==> config.mk <==
export PLATFORM = sky130hd
export DESIGN_NAME = sha1_digest_check
export DESIGN_NICKNAME = d
export VERILOG_FILES = /design/src/rtl/sha1_digest_check.sv
export SDC_FILE = /design/constraint.sdc
export NUM_CORES = 1
export LEC_CHECK = 0
export CAP_MARGIN = 20
export CORE_AREA = 2 2 163 165
export DETAILED_ROUTE_END_ITERATION = 8
export DIE_AREA = 0 0 165 167
export PLACE_DENSITY = 0.7
export SETUP_SLACK_MARGIN = 0.5
export SYNTH_ARGS = -nofsm -noshare
export SYNTH_HDL_FRONTEND = slang
export SYNTH_SLANG_ARGS = --single-unit
==> constraint.sdc <==
create_clock -name clk -period 13.3 [get_ports clk]
set_clock_uncertainty 0.1 [all_clocks]
set_input_delay 1.995 -clock clk [delete_from_list [all_inputs] [get_ports clk]]
set_output_delay 1.995 -clock clk [all_outputs]
set_load 0.02 [all_outputs]
==> src/rtl/sha1_digest_check.sv <==
// SHA-1 digest finisher: captures rounds 76..80, adds the IV, masks and compares, and holds the result in a valid/ready register.
// Optional SHA1_DIGEST_OUT_EN macro adds the registered 160-bit out_digest port.
module sha1_digest_check #(
  parameter int CMP_WORDS  = 2,
  parameter bit MATCH_ONLY = 1'b1
) (
  input  logic         clk,
  input  logic         rst,
  input  logic [31:0]  A,
  input  logic         round_start,
  input  logic [31:0]  tag_in,
  input  logic [159:0] target,
  input  logic [159:0] mask,
  output logic         out_valid,
  input  logic         out_ready,
  output logic         out_match,
  output logic [31:0]  out_tag,
  output logic         overrun
`ifdef SHA1_DIGEST_OUT_EN
  ,
  output logic [159:0] out_digest
`endif
);

  localparam logic [159:0] IV = {32'h67452301, 32'hefcdab89, 32'h98badcfe, 32'h10325476, 32'hc3d2e1f0};

`ifdef SHA1_DIGEST_OUT_EN
  localparam int KEEP_W = 5;
`else
  localparam int KEEP_W = CMP_WORDS;
`endif

  if (CMP_WORDS < 1 || CMP_WORDS > 5) begin : g_bad_cmp_words
    $error("sha1_digest_check: CMP_WORDS must be in 1..5");
  end

  logic [6:0]  rc_q, rc_d, rc_cur;
  logic [31:0] tag_q, tag_d;
  logic        last_round;
  logic [31:0] hist_q [4];
  logic [31:0] cap [5];
  logic        s1_valid_q;
  logic [31:0] s1_tag_q;
  logic [31:0] h_w [5];
  logic [4:0]  hit;
  logic        match;

  logic        out_valid_q, out_valid_d;
  logic        out_match_q, out_match_d;
  logic [31:0] out_tag_q, out_tag_d;
  logic        overrun_q, overrun_d;
  logic        emit, accept, load;

  // rc_cur is the round number of the A value present this cycle; round_start makes it 1 immediately.
  always_comb begin
    rc_cur = round_start ? 7'd1 : rc_q;
    rc_d   = (rc_cur == 7'd0 || rc_cur == 7'd80) ? 7'd0 : rc_cur + 7'd1;
    tag_d  = round_start ? tag_in : tag_q;
  end

  assign last_round = (rc_cur == 7'd80);

  always_ff @(posedge clk or posedge rst) begin
    if (rst) begin
      rc_q       <= 7'd0;
      tag_q      <= 32'd0;
      s1_valid_q <= 1'b0;
      s1_tag_q   <= 32'd0;
    end else begin
      rc_q       <= rc_d;
      tag_q      <= tag_d;
      s1_valid_q <= last_round;
      if (last_round) s1_tag_q <= tag_q;
    end
  end

  always_ff @(posedge clk) begin
    hist_q[0] <= A;
    hist_q[1] <= hist_q[0];
    hist_q[2] <= hist_q[1];
    hist_q[3] <= hist_q[2];
  end

  // Working variables at round 80: a=A80, b=A79, c..e are A78..A76 rotated left by 30.
  assign cap[0] = A;
  assign cap[1] = hist_q[0];
  assign cap[2] = {hist_q[1][1:0], hist_q[1][31:2]};
  assign cap[3] = {hist_q[2][1:0], hist_q[2][31:2]};
  assign cap[4] = {hist_q[3][1:0], hist_q[3][31:2]};

  genvar gi;
  for (gi = 0; gi < 5; gi++) begin : g_word
    logic [31:0] t_w, m_w;
    assign t_w = target[159-32*gi -: 32];
    assign m_w = mask[159-32*gi -: 32];

    if (gi < KEEP_W) begin : g_h
      logic [31:0] h_q;
      always_ff @(posedge clk) begin
        if (last_round) h_q <= IV[159-32*gi -: 32] + cap[gi];
      end
      assign h_w[gi] = h_q;
    end else begin : g_no_h
      assign h_w[gi] = 32'd0;
    end

    if (gi < CMP_WORDS) begin : g_cmp
      assign hit[gi] = (((h_w[gi] ^ t_w) & m_w) == 32'd0);
    end else begin : g_skip
      logic unused_word;
      assign unused_word = ^{t_w, m_w, h_w[gi], cap[gi]};
      assign hit[gi]     = 1'b1;
    end
  end

  assign match = &hit;

  always_comb begin
    emit        = s1_valid_q && (!MATCH_ONLY || match);
    accept      = out_valid_q && out_ready;
    load        = 1'b0;
    out_valid_d = out_valid_q;
    out_match_d = out_match_q;
    out_tag_d   = out_tag_q;
    overrun_d   = overrun_q;
    if (emit && (!out_valid_q || accept)) begin
      load        = 1'b1;
      out_valid_d = 1'b1;
      out_match_d = match;
      out_tag_d   = s1_tag_q;
    end else begin
      if (emit)   overrun_d   = 1'b1;
      if (accept) out_valid_d = 1'b0;
    end
  end

  always_ff @(posedge clk or posedge rst) begin
    if (rst) begin
      out_valid_q <= 1'b0;
      out_match_q <= 1'b0;
      out_tag_q   <= 32'd0;
      overrun_q   <= 1'b0;
    end else begin
      out_valid_q <= out_valid_d;
      out_match_q <= out_match_d;
      out_tag_q   <= out_tag_d;
      overrun_q   <= overrun_d;
    end
  end

  assign out_valid = out_valid_q;
  assign out_match = out_match_q;
  assign out_tag   = out_tag_q;
  assign overrun   = overrun_q;

`ifdef SHA1_DIGEST_OUT_EN
  logic [159:0] out_digest_q, out_digest_d;

  always_comb begin
    out_digest_d = out_digest_q;
    if (load) out_digest_d = {h_w[0], h_w[1], h_w[2], h_w[3], h_w[4]};
  end

  always_ff @(posedge clk or posedge rst) begin
    if (rst) out_digest_q <= 160'd0;
    else     out_digest_q <= out_digest_d;
  end

  assign out_digest = out_digest_q;
`else
  logic unused_load;
  assign unused_load = load;
`endif

endmodule

==> results of run 1 <==
[worst max-delay path, stage by stage]
cell      delay [ps]
buf_2            740
nand2b_1         230
ha_1             140
o21ai_0          120
or4_1            520
buf_4            280
inv_4            480
buf_4            640
[Yosys cell counts (all sizes together) (3+ instances only)]
library cell    n  area [um^2]
o21ai          24          120
dfxtp          32          641
a211oi          3         22.5
o31ai           4         30.0
xor2           85          744
and3            5         31.3
nand3          17         85.1
ha              4         50.1
mux2           65          841
xnor2          31          272
edfxtp         64         1920
nor2           37          139
a21oi          16         80.1
nand4          10         62.6
a221oi          6         52.6
a22o            3         26.3
nand2b          8         50.1
nor3           10         50.1
a22oi          25          188
a21o            4         30.0
or2             4         25.0
or4             5         38.8
dfrtp         107         2680
nor2b           6         37.5
inv            13         48.8
buf            10         93.8
nand2         118          443
o211ai          3         22.5
clkbuf         12         45.0
[how the worst min path moves through the flow]
stage	start	endpoint	slack [ps]
floorplan	tag_q[0]$_DFFE_PP0P_	s1_tag_q[0]$_DFFE_PP0N_	330
global placement	tag_q[23]$_DFFE_PP0P_	s1_tag_q[23]$_DFFE_PP0N_	340
detailed placement	tag_q[1]$_DFFE_PP0P_	s1_tag_q[1]$_DFFE_PP0N_	350
CTS	tag_q[30]$_DFFE_PP0P_	s1_tag_q[30]$_DFFE_PP0N_	370
global route	tag_q[18]$_DFFE_PP0P_	s1_tag_q[18]$_DFFE_PP0N_	370
finish	tag_q[30]$_DFFE_PP0P_	s1_tag_q[30]$_DFFE_PP0N_	360
[cells by family (layout without fill, tap and decap cells)]
logic type	Yosys count	in the layout	synth area share (%)
DFF	203	203	57.7
adders and majority gates	4	4	0.551
and+or+nand+nor	233	233	11.7
AOI/OAI and AO/OA	100	100	7.46
other	0	2	0
muxes	66	66	9.36
buffers and inverters	35	291	2.07
xor gates and xnor gates	116	116	11.2
[per-stage QoR]
stage               hold WS [ps]  cells  power (uW)
floorplan                    335    757         749
global placement             344   1305         835
detailed placement           349   1305         839
CTS                          366   1347        1440
global route                 374   1349        1470
finish                       362   1350        1420
[layer usage]
metal,share of wire (%),routed length (um)
met3,7.2,1720
met5,0,0
met1,41,9750
met4,1.9,463
met2,50,11800
[power breakdown]
group	leakage, uW	total (uW)	internal, uW	switching, uW
logic	0.00258	149	87.9	61.1
clock network	0.000345	592	344	248
registers	0.00226	676	663	12.9
[area by class of cell]
type	instances	share of cell area, %
multi-input combinational	519	29.4
tap	335	3.37
clock buffer	36	5.34
timing repair buffer	236	19.0
sequential	203	42.1
clock inverter	6	0.312
antenna	2	0.0402
inverter	13	0.432
[state kept, by name, summed over array words and instances, names as in the netlist, 7 cells and up]
signal          cells
hist_q             32
rc_q                7
tag_q              32
s1_tag_q           32
g_word.g_h.h_q     64
out_tag            32
[cell usage in the layout (no fill, tap or decap), types with 3 or more instances in the layout]
cell type        count
dfrtp_1            107
buf_4                5
nor2b_1              6
a22o_1               3
clkbuf_1             9
a21oi_1             16
a21o_1               4
a22oi_1             25
or4_1                4
clkbuf_8             4
clkdlybuf4s50_1    229
nand4_1             10
and3_1               5
nand2b_1             8
dfxtp_1             32
inv_1               11
mux2_2              36
nand3_1             17
nor2_1              37
edfxtp_1            64
nand2_1            118
o31ai_1              4
xnor2_1             31
clkbuf_16           23
a221oi_1             6
a211oi_1             3
xor2_1              85
mux2_4              29
inv_4                3
o21ai_0             24
ha_1                 4
o211ai_1             3
or2_2                4
nor3_1              10
==> reports/metrics.yaml, run 1 <==
run_status:
  status: "finished clean"
clocking:
  cts_made_buffers: 23
  cts_tree: "yes"
  clk_pin_slew_ps: 60
  h-tree-depth: 1
  postCtsSetupBuffers: 0
  cts.sinks: 203
  ctsResizeCount: 0
  clockBufferDepth: 3
  ctsRootBufferMaster: "clkbuf_16"
  clk_latency_ps: 510
  cts_hold_buffers: 0
drt:
  drt_iter0_drc: 498
  drt-total-wl_um: 23800
  viasPerCell: 4.83
  post-route-drc-count: 0
  final_antenna_net_count: 0
  routedWlPerCell_um: 17.6
  vias: 6517
  firstDrtPassIters: 4
grt:
  use_met2_pct: 29.9
  grt_max_degree: 81
  grt_pass1_vias: 6514
  grt_pass1_wl_um: 36200
  grt_overflow: 0
  gr-usage-met3_pct: 3.89
  grtUsageTotal_pct: 17.1
  grt_most_used_layer: "met2"
  antenna_found_initial: 1
  grtUsageMet1_pct: 21.3
yosys:
  synth.distinct_cells: 54
  syn_area_um2: 9090
  avgSynthCellArea_um2: 12.0
  synth_edf_count: 64
  synth-main-ff-cell: "dfrtp_1"
  ys_async_sr_fraction_pct: 52.7
  yosys_warnings: 0
  synth-seq-cells: 203
  synth_nets: 1149
  synthCells: 757
  synth_seq_area_share_pct: 57.7
timing:
  slew_viol_final: 0
  finalCriticalPeriod_ps: 5190
  max_slew_margin_pct: 33.6
  period_share_pct: 39.0
  worst_pin_slew_ps: 997
  tns_ps: 0
  finalHoldViolations: 0
  rsz0062_at_grt: "no"
  fmaxAchievable_mhz: 193
  worst_slack_ps: 8110
  setup_viol: 0
finish:
  drive_gt1_share_pct: 11.2
  stdcell_area_um2: 12400
  fillCellCount: 2326
  seqCellArea_um2: 5240
  postLayoutCoreUtil_pct: 48.3
  multiInputGateArea_um2: 3660
  fin_nets: 1388
  area_growth_pct: 36.9
flow_run:
  drv_cap: 0
setup_path:
  cp.required_ps: 13330
  r2r_slack_ps: 9880
  cp_max_fo: 49
  endpoint: "g_word[1].g_h.h_q[12]$_DFFE_PN_"
  crit_arrival_ps: 5220
  path_class: "in2reg"
  crit_start: "round_start"
  r2r-end: "g_word[1].g_h.h_q[12]$_DFFE_PN_"
  cp-end-kind: "flop"
  reg2reg_from: "rc_q[0]$_DFF_PP0_"
  rr_worst_depth: 8
  crit_path_start_kind: "input pin"
min_path:
  hold_path.class: "reg2reg"
  whs_path_depth: 2
die:
  dieWidth_um: 165
  dieArea_um2: 27600
  fp.dieH_um: 167
  core_um2: 25800
  start_util_pct: 35.3
  top_level_ports: 423
  row_count: 59
pwr:
  irDropWorstVdd_mv: 0.0785
  power_density_nw_per_um2: 114
  p_leak_uw: 0.00519
placed_design:
  dp_hpwl_um: 17600
  port_buffers: 230
  gp_congestion: 0.864
  pre_cts_ws_ps: 7510
  place_area_um2: 11700
Power figures use the tool's default switching activity.
==> run 2: changes to the inputs <==
Settings changed: PLACE_DENSITY 0.7 to 0.73.
Clock period 13.3 ns to 4.7 ns, I/O delays scaled along.
==> reports/metrics.yaml, run 2 (synthesis gave the netlist of run 1 again) <==
run_status:
  status: "finished clean"
clocking:
  clk_latency_ps: 490  # -20 ps
  cts.sinks: 203  # unchanged
  cts_hold_buffers: 0  # unchanged
  clk_pin_slew_ps: 60  # about the same
  cts_made_buffers: 22  # -4.3%
  cts_tree: "yes"
  ctsRootBufferMaster: "clkbuf_16"
  clockBufferDepth: 3  # unchanged
  postCtsSetupBuffers: 0  # unchanged
  ctsResizeCount: 0  # unchanged
  h-tree-depth: 1  # unchanged
setup_path:
  crit_path_start_kind: "input pin"
  cp.required_ps: 4980  # -8350 ps
  cp_slowest_cell: "or4b_2"
  path_delay_family: "simple AND/OR/NAND/NOR gates"
  cp-end-kind: "flop"
  cp_max_fo: 33  # -33%
  crit_chain: "clkdlybuf4s50_1, xor2_1, a22oi_1, nand4_1, or4_1, or4b_2, buf_4, mux2_4"
  crit_buf_inv: 2  # -2
  crit_arrival_ps: 3860  # -1360 ps
  r2r_slack_ps: 1350  # -8530 ps
  max_stage_delay_ps: 700  # -40 ps
  path_class: "in2reg"
die:
  top_level_ports: 423  # unchanged
  dieWidth_um: 165  # unchanged
  fp.dieH_um: 167  # unchanged
  row_count: 59  # unchanged
  core_um2: 25800  # unchanged
  start_util_pct: 35.3  # unchanged
  dieArea_um2: 27600  # unchanged
drt:
  final_antenna_net_count: 0  # unchanged
  drt_iter0_drc: 320  # -36%
  routedWlPerCell_um: 17.4  # -1.3%
  vias: 6505  # -0.18%
  firstDrtPassIters: 5  # +1
  post-route-drc-count: 0  # unchanged
  viasPerCell: 4.81  # -0.26%
  drt-total-wl_um: 23500  # -1.3%
pwr:
  power_density_nw_per_um2: 321  # +180%
  p_leak_uw: 0.00519  # +0.10%
  irDropWorstVdd_mv: 0.231  # +190%
finish:
  largest-register: "g_word.g_h.h_q"
  mostFrequentLayoutCell: "clkdlybuf4s50_1"
  largest_reg_flops: 64  # unchanged
  drive_gt1_share_pct: 11.3  # +0.19 points
  area_growth_pct: 37.1
  post_layout_nonfiller_instances: 1351  # +0.074%
  final_cell_mix: "229 x clkdlybuf4s50_1, 118 x nand2_1, 107 x dfrtp_1, 85 x xor2_1, 64 x edfxtp_1"
  fin_nets: 1391  # +0.22%
  stdcell_area_um2: 12500  # +0.16%
flow_run:
  drv_cap: 0  # unchanged
timing:
  rsz0062_at_grt: "no"
  fmaxAchievable_mhz: 279
  worst_pin_slew_ps: 925  # -71.6 ps
  period_share_pct: 76.3
  max_slew_margin_pct: 37.9  # +4.3 points
  worst_slack_ps: 1120  # -6990 ps
  finalCriticalPeriod_ps: 3580
  finalHoldViolations: 0  # unchanged
  tns_ps: 0  # unchanged
  slew_viol_final: 0  # unchanged
  setup_viol: 0  # unchanged
grt:
  grt_max_degree: 52  # -36%
  grt_overflow: 0  # unchanged
  grt_pass1_wl_um: 35600  # -1.7%
  antenna_found_initial: 2  # +1
  grtUsageTotal_pct: 16.8  # -0.25 points
  grt_pass1_vias: 6567  # +0.81%
placed_design:
  pre_cts_ws_ps: 546  # -6970 ps
  place_inst: 1310  # +0.38%
  port_buffers: 230  # unchanged
  gp_congestion: 0.887  # +2.6%
  place_area_um2: 11800  # +0.43%
  dp_hpwl_um: 17900  # +2.0%
min_path:
  hold_path.class: "reg2reg"
-- run 2: per-layer routing --
layer	GRT usage (%)	share of wire [%]
met1	21.3	42
met2	29.0	49
met3	4.56	7.7
met4	3.02	1.7
met5	0	0.055
-- run 2: stage by stage --
| step | util, % | power [uW] | hold slack [ps] |
|---|---|---|---|
| floorplan | - | 2120 | 335 |
| global placement | 45.6 | 2360 | 344 |
| detailed placement | 45.6 | 2370 | 348 |
| CTS | 48.4 | 4060 | 364 |
| global route | 48.4 | 4150 | 375 |
| finish | 48.4 | 4000 | 359 |
-- run 2: final timing paths --
| check | startpoint | end | cells past startpoint |
|---|---|---|---|
| min reg2reg | tag_q[6]$_DFFE_PP0P_ | s1_tag_q[6]$_DFFE_PP0N_ | 2 |
| max reg2reg | g_word[0].g_h.h_q[8]$_DFFE_PN_ | out_tag[22]$_DFFE_PP0P_ | 7 |
| max | target[136] | out_tag[22]$_DFFE_PP0P_ | 8 |
| min in group asynchronous | rst | s1_tag_q[11]$_DFFE_PP0N_ | 2 |
| min | tag_q[6]$_DFFE_PP0P_ | s1_tag_q[6]$_DFFE_PP0N_ | 2 |
| max in group asynchronous | rst | tag_q[4]$_DFFE_PP0P_ | 3 |
-- run 2: worst register-to-register path, cell delays in order, from the launching register on --
cell	delay, ps
edfxtp_1	400
xor2_1	200
a22oi_1	310
nand4_1	160
or4_1	620
or4b_2	700
buf_4	330
mux2_4	410
-- run 2: area by class of cell --
| class | instances | area, um^2 |
|---|---|---|
| clock buffers | 38 | 693 |
| flip-flops and latches | 203 | 5240 |
| repair buffers | 240 | 2380 |
| inverters | 13 | 53.8 |
| well taps | 335 | 419 |
| fillers | 2344 | 13300 |
| diodes | 2 | 5.00 |
| clock inverters | 1 | 7.51 |
| multi-input cells | 519 | 3660 |
-- run 2: where the power goes --
group | switching [uW] | leakage [uW] | total, uW | internal [uW]
clock network | 670 | 0.000336 | 1670 | 996
registers | 36.6 | 0.00226 | 1910 | 1880
logic | 171 | 0.00259 | 421 | 249
==> run 3: changes to the inputs <==
Clock period 4.7 ns to 3.1 ns, I/O delays scaled along.
==> reports/metrics.yaml, run 3 (synthesis gave the netlist of run 1 again) <==
run_status:
  status: "finished clean"
pwr:
  p_leak_uw: 0.00538  # +3.7%
  power_density_nw_per_um2: 508  # +58%
  irDropWorstVdd_mv: 0.330  # +43%
die:
  fp.dieH_um: 167  # unchanged
  row_count: 59  # unchanged
  dieArea_um2: 27600  # unchanged
  start_util_pct: 35.3  # unchanged
  dieWidth_um: 165  # unchanged
  core_um2: 25800  # unchanged
  top_level_ports: 423  # unchanged
setup_path:
  cp.required_ps: 3390  # -1590 ps
  r2r-end: "out_tag[1]$_DFFE_PP0P_"
  cp_max_fo: 17  # -48%
  reg2reg_from: "g_word[1].g_h.h_q[26]$_DFFE_PN_"
  path_class: "reg2reg"
  r2r_slack_ps: 160  # -1190 ps
  cp-end-kind: "flop"
  crit_path_start_kind: "flop"
  crit_arrival_ps: 3230  # -630 ps
  rr_worst_depth: 7  # unchanged
clocking:
  h-tree-depth: 1  # unchanged
  clockBufferDepth: 3  # unchanged
  cts_tree: "yes"
  ctsRootBufferMaster: "clkbuf_16"
  cts_made_buffers: 22  # unchanged
  cts.sinks: 203  # unchanged
  cts_hold_buffers: 0  # unchanged
  clk_latency_ps: 510  # +20 ps
  clk_pin_slew_ps: 70  # about the same
placed_design:
  dp_hpwl_um: 18800  # +4.8%
  gp_congestion: 0.858  # -3.3%
  port_buffers: 230  # unchanged
  place_inst: 1326  # +1.2%
timing:
  finalHoldViolations: 0  # unchanged
  tns_ps: 0  # unchanged
  period_share_pct: 94.9
  fmaxAchievable_mhz: 340
  rsz0062_at_grt: "yes"
  worst_pin_slew_ps: 682  # -243 ps
  finalCriticalPeriod_ps: 2940
  setup_viol: 0  # unchanged
  slew_viol_final: 0  # unchanged
  max_slew_margin_pct: 54.5  # +17 points
finish:
  drive_gt1_share_pct: 14.6  # +3.3 points
  largest-register: "g_word.g_h.h_q"
  fin_nets: 1409  # +1.3%
  mostFrequentLayoutCell: "clkdlybuf4s50_1"
  largest_reg_flops: 64  # unchanged
  post_layout_nonfiller_instances: 1369  # +1.3%
  final_cell_mix: "229 x clkdlybuf4s50_1, 118 x nand2_1, 107 x dfrtp_1, 85 x xor2_1, 64 x edfxtp_1"
  fillCellCount: 2291  # -2.3%
  area_growth_pct: 41.4
  postLayoutCoreUtil_pct: 49.9  # +1.5 points
min_path:
  holdPathEnd: "rc_q[3]$_DFF_PP0_"
  whs_path_depth: 2  # unchanged
  hold_path.class: "in2reg"
  hold_path_startpoint: "round_start"
grt:
  grt_pass1_vias: 6895  # +5.0%
  grt_overflow: 0  # unchanged
  grt_pass1_wl_um: 38000  # +6.6%
  antenna_found_initial: 2  # unchanged
  grt_max_degree: 50  # -3.8%
  grtUsageTotal_pct: 18.0  # +1.2 points
drt:
  vias: 6681  # +2.7%
  final_antenna_net_count: 0  # unchanged
  routedWlPerCell_um: 18.2  # +4.5%
  viasPerCell: 4.88  # +1.4%
  drt_iter0_drc: 489  # +53%
  post-route-drc-count: 0  # unchanged
  drt-total-wl_um: 24900  # +5.9%
  firstDrtPassIters: 5  # unchanged
flow_run:
  drv_cap: 0  # unchanged
==> run 3: cell count changes in the layout (fill, tap and decap cells not counted), sizes merged <==
| cell | delta |
|---|---|
| diode | -1 |
| bufinv | +4 |
| clkbuf | -10 |
| clkinvlp | +2 |
| buf | +18 |
| inv | +1 |
| clkinv | +4 |
==> run 3: critical path, cell delays in order (launching register included) <==
cell and delay [ps]:
edfxtp_1 450, xor2_1 170, a22oi_1 230, nand4_1 210, or4_4 580, or4b_4 560, buf_12 200, mux2_4 300
==> run 3: layout make-up <==
class	instances	area, um^2	area share (%)
antenna	1	2.50	0.0195
tap	335	419	3.26
clock inverter	12	183	1.42
inverter	13	55.1	0.428
sequential	203	5240	40.8
timing repair buffer	258	2600	20.3
multi-input combinational	519	3690	28.7
clock buffer	28	656	5.10
==> run 3: power breakdown <==
group	internal, uW	switching (uW)
sequential	2850	58.6
combinational	396	274
clock	1840	1100
total	5090	1440
==> run 3: repair_timing <==
action	CTS	global route
gates resized for setup	6	6
cloned	1	0
setup buffers	1	0
endpoints found under the setup margin	40	41
pin swaps	2	0
==> run 3: stage by stage <==
stage,setup WS [ps],area (um^2),power [uW],hold WS (ps)
global placement,-500,11900,3610,341
global route,104,12800,6770,135
CTS,133,12800,6620,103
finish,158,12900,6520,121
detailed placement,-511,11900,3630,351
floorplan,439,9120,3220,335
==> run 3: how the worst max path moves through the flow <==
stage                                                from                 endpoint  slack (ps)  cells past startpoint
after floorplan                               target[141]  out_tag[10]$_DFFE_PP0P_         440                      8
after global placement                        target[120]   out_tag[3]$_DFFE_PP0P_        -500                      9
after detailed placement                      target[120]   out_tag[3]$_DFFE_PP0P_        -510                      9
after CTS                 g_word[1].g_h.h_q[26]$_DFFE_PN_  out_tag[21]$_DFFE_PP0P_         130                      7
after global routing      g_word[1].g_h.h_q[26]$_DFFE_PN_   out_tag[2]$_DFFE_PP0P_         100                      7
final                     g_word[1].g_h.h_q[26]$_DFFE_PN_   out_tag[1]$_DFFE_PP0P_         160                      7
==> run 3: metal layers <==
metal,vias to the layer above,part of all wire [%],global-route usage (%)
met1,3199,40,22.2
met4,2,1.7,3.55
met5,-,0.052,0
met3,38,7.8,4.61
met2,260,50,31.9
li1,3182,-,-
